==> src/rtl/cpu_mem_arbiter_pkg.sv <==
// Shared definitions for the CPU memory-side arbiter.
//   arb_state_t : bus sequencing state (one outstanding transaction at most)
//   chan_t      : which core port owns the bus transaction being set up
package cpu_mem_arbiter_pkg;

    typedef enum logic [2:0] {
        IDLE   = 3'd0,
        REQ_I  = 3'd1,
        REQ_D  = 3'd2,
        WAIT_I = 3'd3,
        WAIT_D = 3'd4
    } arb_state_t;

    typedef enum logic {
        CH_I = 1'b0,
        CH_D = 1'b1
    } chan_t;

endpackage

==> src/rtl/cpu_mem_arbiter_mem_req_mux.sv <==
// Bus request field selector.
// Picks address, byte enables and write data for the channel about to be
// issued; the result feeds the registered bus outputs of the arbiter.
//   sel        : channel to issue (CH_I fetch, CH_D load/store)
//   inst_addr  : fetch address
//   data_addr  : load/store address
//   data_wen   : store byte enables (all zero for a load)
//   data_wdata : store data
//   addr/wen/wdata : selected bus fields (fetches never write)
module mem_req_mux
    import cpu_mem_arbiter_pkg::*;
#(
    parameter int ADDR_W = 32,
    parameter int DATA_W = 32
) (
    input  chan_t               sel,
    input  logic [ADDR_W-1:0]   inst_addr,
    input  logic [ADDR_W-1:0]   data_addr,
    input  logic [DATA_W/8-1:0] data_wen,
    input  logic [DATA_W-1:0]   data_wdata,
    output logic [ADDR_W-1:0]   addr,
    output logic [DATA_W/8-1:0] wen,
    output logic [DATA_W-1:0]   wdata
);

    always_comb begin
        addr  = inst_addr;
        wen   = '0;
        wdata = '0;
        if (sel == CH_D) begin
            addr  = data_addr;
            wen   = data_wen;
            wdata = data_wdata;
        end
    end

endmodule

==> src/rtl/cpu_mem_arbiter.sv <==
// Memory-side front end for the pipelined MIPS core.
// Serialises the instruction-fetch and data-access ports onto one
// variable-latency SRAM-like bus and holds the pipeline with stall until
// every request of the current pipeline cycle has completed.
//   clk, rst                      : clock, asynchronous active-low reset
//   inst_req/inst_addr/inst_rdata : fetch port; rdata registered
//   data_req/data_wen/data_addr/data_wdata/data_rdata : load/store port
//   stall                         : pipeline hold (combinational)
//   mem_req/mem_wen/mem_addr/mem_wdata : registered bus request fields
//   mem_gnt/mem_rvalid/mem_rdata  : bus accept, response/ack, read data
module cpu_mem_arbiter
    import cpu_mem_arbiter_pkg::*;
#(
    parameter int ADDR_W     = 32,
    parameter int DATA_W     = 32,
    parameter int DATA_FIRST = 1
) (
    input  logic                clk,
    input  logic                rst,
    input  logic                inst_req,
    input  logic [ADDR_W-1:0]   inst_addr,
    output logic [DATA_W-1:0]   inst_rdata,
    input  logic                data_req,
    input  logic [DATA_W/8-1:0] data_wen,
    input  logic [ADDR_W-1:0]   data_addr,
    input  logic [DATA_W-1:0]   data_wdata,
    output logic [DATA_W-1:0]   data_rdata,
    output logic                stall,
    output logic                mem_req,
    output logic [DATA_W/8-1:0] mem_wen,
    output logic [ADDR_W-1:0]   mem_addr,
    output logic [DATA_W-1:0]   mem_wdata,
    input  logic                mem_gnt,
    input  logic                mem_rvalid,
    input  logic [DATA_W-1:0]   mem_rdata
);

    localparam bit DATA_WINS = (DATA_FIRST != 0);

    arb_state_t state, state_n;
    chan_t      sel;
    logic       issue;
    logic       granted;
    logic       cap_i, cap_d;
    logic       inst_done, data_done;
    logic       inst_pend, data_pend;
    logic       wr_cur;

    logic [ADDR_W-1:0]   mux_addr;
    logic [DATA_W/8-1:0] mux_wen;
    logic [DATA_W-1:0]   mux_wdata;

    assign inst_pend = inst_req & ~inst_done;
    assign data_pend = data_req & ~data_done;
    assign stall     = inst_pend | data_pend;

    mem_req_mux #(
        .ADDR_W (ADDR_W),
        .DATA_W (DATA_W)
    ) u_mux (
        .sel        (sel),
        .inst_addr  (inst_addr),
        .data_addr  (data_addr),
        .data_wen   (data_wen),
        .data_wdata (data_wdata),
        .addr       (mux_addr),
        .wen        (mux_wen),
        .wdata      (mux_wdata)
    );

    always_ff @(posedge clk or negedge rst) begin
        if (!rst) begin
            state <= IDLE;
        end else begin
            state <= state_n;
        end
    end

    // When a response completes and the other channel is still pending, the
    // second access is issued straight from WAIT_* so no extra IDLE cycle is
    // spent between the two halves of a dual request.
    always_comb begin
        state_n = state;
        sel     = CH_I;
        issue   = 1'b0;
        granted = 1'b0;
        cap_i   = 1'b0;
        cap_d   = 1'b0;
        case (state)
            IDLE: begin
                if (data_pend && (DATA_WINS || !inst_pend)) begin
                    sel     = CH_D;
                    issue   = 1'b1;
                    state_n = REQ_D;
                end else if (inst_pend) begin
                    sel     = CH_I;
                    issue   = 1'b1;
                    state_n = REQ_I;
                end
            end
            REQ_I: begin
                if (mem_gnt) begin
                    granted = 1'b1;
                    state_n = WAIT_I;
                end
            end
            REQ_D: begin
                if (mem_gnt) begin
                    granted = 1'b1;
                    state_n = WAIT_D;
                end
            end
            WAIT_I: begin
                if (mem_rvalid) begin
                    cap_i = 1'b1;
                    if (data_pend) begin
                        sel     = CH_D;
                        issue   = 1'b1;
                        state_n = REQ_D;
                    end else begin
                        state_n = IDLE;
                    end
                end
            end
            WAIT_D: begin
                if (mem_rvalid) begin
                    cap_d = 1'b1;
                    if (inst_pend) begin
                        sel     = CH_I;
                        issue   = 1'b1;
                        state_n = REQ_I;
                    end else begin
                        state_n = IDLE;
                    end
                end
            end
            default: state_n = IDLE;
        endcase
    end

    // Bus fields are loaded at issue and zeroed (except the address) once
    // the bus has accepted the request. wr_cur remembers whether the data
    // access in flight is a store, so its ack does not overwrite data_rdata.
    always_ff @(posedge clk or negedge rst) begin
        if (!rst) begin
            mem_req   <= 1'b0;
            mem_addr  <= '0;
            mem_wen   <= '0;
            mem_wdata <= '0;
            wr_cur    <= 1'b0;
        end else if (issue) begin
            mem_req   <= 1'b1;
            mem_addr  <= mux_addr;
            mem_wen   <= mux_wen;
            mem_wdata <= mux_wdata;
            wr_cur    <= |mux_wen;
        end else if (granted) begin
            mem_req   <= 1'b0;
            mem_wen   <= '0;
            mem_wdata <= '0;
        end
    end

    always_ff @(posedge clk or negedge rst) begin
        if (!rst) begin
            inst_rdata <= '0;
            data_rdata <= '0;
        end else begin
            if (cap_i) begin
                inst_rdata <= mem_rdata;
            end
            if (cap_d && !wr_cur) begin
                data_rdata <= mem_rdata;
            end
        end
    end

    // A capture can only happen while its channel is pending, i.e. while
    // stall is high, so the advance clear never races a set.
    always_ff @(posedge clk or negedge rst) begin
        if (!rst) begin
            inst_done <= 1'b0;
            data_done <= 1'b0;
        end else if (!stall) begin
            inst_done <= 1'b0;
            data_done <= 1'b0;
        end else begin
            if (cap_i) begin
                inst_done <= 1'b1;
            end
            if (cap_d) begin
                data_done <= 1'b1;
            end
        end
    end

endmodule

==> config.mk <==
export PLATFORM = sky130hd
export DESIGN_NAME = cpu_mem_arbiter
export DESIGN_NICKNAME = d
export VERILOG_FILES = /design/src/rtl/cpu_mem_arbiter_pkg.sv /design/src/rtl/cpu_mem_arbiter_mem_req_mux.sv /design/src/rtl/cpu_mem_arbiter.sv
export SDC_FILE = /design/constraint.sdc
export NUM_CORES = 1
export LEC_CHECK = 0
export BUFFER_PORTS_ARGS = -buffer_cell sky130_fd_sc_hd__buf_2
export CAP_MARGIN = 10
export CORE_MARGIN = 2
export CORE_UTILIZATION = 46
export CTS_CLUSTER_SIZE = 16
export DETAILED_ROUTE_END_ITERATION = 12
export GPL_TIMING_DRIVEN = 1
export PLACE_DENSITY = 0.85
export SYNTH_ARGS = -nofsm -noshare
export SYNTH_HDL_FRONTEND = slang
export SYNTH_SLANG_ARGS = --single-unit
==> constraint.sdc <==
create_clock -name clk -period 2.1 [get_ports clk]
set_input_delay 0.21 -clock clk [delete_from_list [all_inputs] [get_ports clk]]
set_output_delay 0.21 -clock clk [all_outputs]
set_load 0.02 [all_outputs]
==> out/qor.csv <==
metric,value,unit
clk_lat worst skew,0.41,ns
Hold Path Depth,3,
Initial DRT Pass Iterations,4,
largest net degree at the start of global routing,92,
clock skew,0.00501,ns
worst r2r path cells,5,
Placer Congestion,0.770,
Switching Share,0.379,
post-route ant nets,0,
CTS tree,built,
Initial Util,0.466,
Boundary Pins,272,
H-tree Lvls,4,
pwr dens,1630,nW/um^2
"slowest stage cell, crit path",or3_2,
Comb power frac,0.416,
Worst-path clk slew,0.06,ns
Cell variety after synth,28,
clock root cell,clkbuf_16,
CP Capture Type,flop,
Core Rows,40,
Multi-input gate area,1890,sq um
WP data arrival,2.20,ns
Leak Pwr,4.18,nW
Nets,828,
Int Pwr,7.88,mW
initial antenna violation count,3,
post-synthesis mux area share,0.188,
DP HPWL,10.4,mm
sequential element share of the synthesized area,0.630,
Place WS,0.149,ns
Post-Synth Simple-Gate Area,0.0473,
Clock power frac,0.236,
Syn-to-layout area delta,40.5,%
Yosys warning count,0,
setup tns final,0,ns
"Hold Vio Cnt, Final",0,
CP Launch Type,flop,
RSZ-0062 raised after global routing,no,
min-delay src,data_addr[2],
post-synthesis xor/xnor area fraction,0.00159,
FF/Latch Area,3480,sq um
1st-iter DRT viols,178,
clock sinks,139,
Tcrit/Tclk final,0.908,
"Critical Path, Cell by Cell",or2_1 > or3_2 > nor3b_4 > buf_4 > a22o_1,
Worst R2R Setup Slack,0.19,ns
Slew Limit Headroom,0.662,
Worst R2R Start,state[1],
fin worst setup slack,0.193,ns
crit path time final,1.91,ns
filler cell count,916,
via/cell ratio,5.21,
min-delay worst type,in -> reg,
post-synth top area share,0.630,
# Max-Cap Violations,0,
Post-CTS Setup Repair Bufs,0,
Mapped Area,5520,sq um
die width,114,um
complex-gate fraction of the synthesized area,0.102,
slowest cell delay on critical path,0.48,ns
Synth Instances,404,
Seq cells post-synth,139,
ranking of synthesized cells by area,"dfrtp_1 63%, mux2_2 13%, mux2i_1 5.8%",
number of global-route vias before repair,4708,
Synth Area in Adders,0,
CTS buffer count,17,
# port buffers,271,
full die area,12900,sq um
main combinational cell family by area after synthesis,multiplexers,
r2r endpoint,mem_wdata[13],
Finish-stage setup viols,0,
die height,114,um
"Remaining Overflow, GRT",0,
post-synth net total,542,
layout cells sized above 1,0.546,
syn avg cell area,13.7,sq um
vias post-DR,4446,
Reg power frac,0.348,
DRT Wirelength,14.4,mm
worst hold margin,0.0125,ns
Remaining DRCs,0,
GRT Util Overall,0.228,
area of the core,11900,sq um
"Slew Viols, Final",0,
worst-path maximum fanout,36,
WS Path Type,reg -> reg,
maximum clock path buffer count,2,
Crit path required time,2.39,ns
Slew @ Worst Pin,0.507,ns
Peak VDD IR,957,uV
P_sw,4.80,mW
Peak Freq,0.524,GHz
first-pass GRT wire length,22.6,mm
WHS Endpoint,mem_addr[2],
WL/cell,16.9,um
outcome,"finished, final reports clean",
Synth area leader,dfrtp_1,
-- area by class of cell --
class	instances	area share
inverter	5	0.00242
sequential	139	0.448
multi-input combinational	233	0.244
tap	147	0.0237
timing repair buffer	294	0.204
antenna	3	0.000967
clock inverter	6	0.0106
clock buffer	26	0.0669
-- metrics by stage --
stage	instances	total power, mW	instance area (sq um)	util
6_report	853	12.7	7760	0.654
5_1_grt	852	13.4	7760	0.654
4_1_cts	850	12.8	7750	0.653
3_5_place_dp	811	9.72	7080	0.597
3_3_place_gp	811	9.44	7080	0.597
2_1_floorplan	404	7.90	5520	-
-- critical path: cells and delay by family (launching register included) --
kind	cells	cell delay, ns
AOI/OAI and AO/OA	1	0.24
DFF	1	0.37
buffers and inverters	1	0.25
and+or+nand+nor	3	0.91
-- sequential cells by signal, indices dropped and copies added, names as in the netlist --
name,count
data_rdata,32
inst_rdata,32
mem_addr,32
mem_wdata,32
mem_wen,4
state,3
data_done,1
inst_done,1
mem_req,1
wr_cur,1
-- synthesized netlist by cell type (all sizes together) --
| master | count |
|---|---|
| inv | 5 |
| nand2b | 3 |
| buf | 21 |
| mux2i | 32 |
| o32a | 1 |
| nand3 | 2 |
| or3 | 2 |
| nor3 | 1 |
| or2 | 1 |
| o21ai | 34 |
| a21oi | 6 |
| nand3b | 3 |
| mux2 | 64 |
| xnor2 | 1 |
| nand2 | 37 |
| clkbuf | 6 |
| o211ai | 1 |
| nor2 | 2 |
| dfrtp | 139 |
| nand4b | 1 |
| nor3b | 1 |
| a22o | 36 |
| o41ai | 1 |
| nor2b | 2 |
| o221ai | 1 |
| a211oi | 1 |
-- logic make-up after synthesis --
kind of cell,count (synthesis)
multiplexers,96
flip-flops,139
AO/OA/AOI/OAI,81
XOR/XNOR,1
AND/OR/NAND/NOR,55
buffers and inverters,32
-- worst max path at each step --
stage | endpoint | cells past startpoint | startpoint | slack [ns]
floorplan | mem_wdata[0] | 7 | state[1] | 0.26
global placement | mem_addr[17] | 5 | state[1] | 0.26
CTS | mem_addr[26] | 5 | state[1] | 0.14
finish | mem_wdata[13] | 5 | state[1] | 0.19
detailed placement | mem_addr[26] | 5 | state[1] | 0.15
global route | mem_addr[28] | 5 | state[1] | 0.08
-- routing by layer --
metal  track usage  wire (um)  vias up
met5             0          0        -
met4         0.135        625        0
met3        0.0691       1010       50
met2         0.401       7590      219
met1         0.243       5160     2158
li1              -          -     2019
-- layout by cell type, fill, tap and decap left out, drive strengths merged --
cell type and instances:
o221ai 1, xnor2 1, clkbuf 26, nand3 2, nand2 37, nor3 1
clkinv 3, o32a 1, nor3b 1, nand4b 1, o211ai 1, clkinvlp 1
a211oi 1, or2 1, diode 3, mux2i 32, a21oi 6, or3 2
o41ai 1, dfrtp 139, bufinv 2, buf 287, nor2b 2, a22o 36
inv 5, o21ai 34, nand2b 3, nand3b 3, dlygate4sd3 7, nor2 2
mux2 64
-- what timing repair did --
item                                    CTS  global route
endpoints found under the setup margin    0             2
hold endpoints to repair                 55             0
hold buffers                              7             0
resized for setup                         0             2
-- power by group through the flow --
stage	clock network [mW]	registers, mW	logic (mW)
3_3_place_gp	0	4.36	5.08
2_1_floorplan	0	5.72	2.18
5_1_grt	3.18	4.54	5.66
6_report	2.99	4.41	5.27
4_1_cts	3.05	4.41	5.31
3_5_place_dp	0	4.44	5.28
Power figures use the tool's default switching activity.
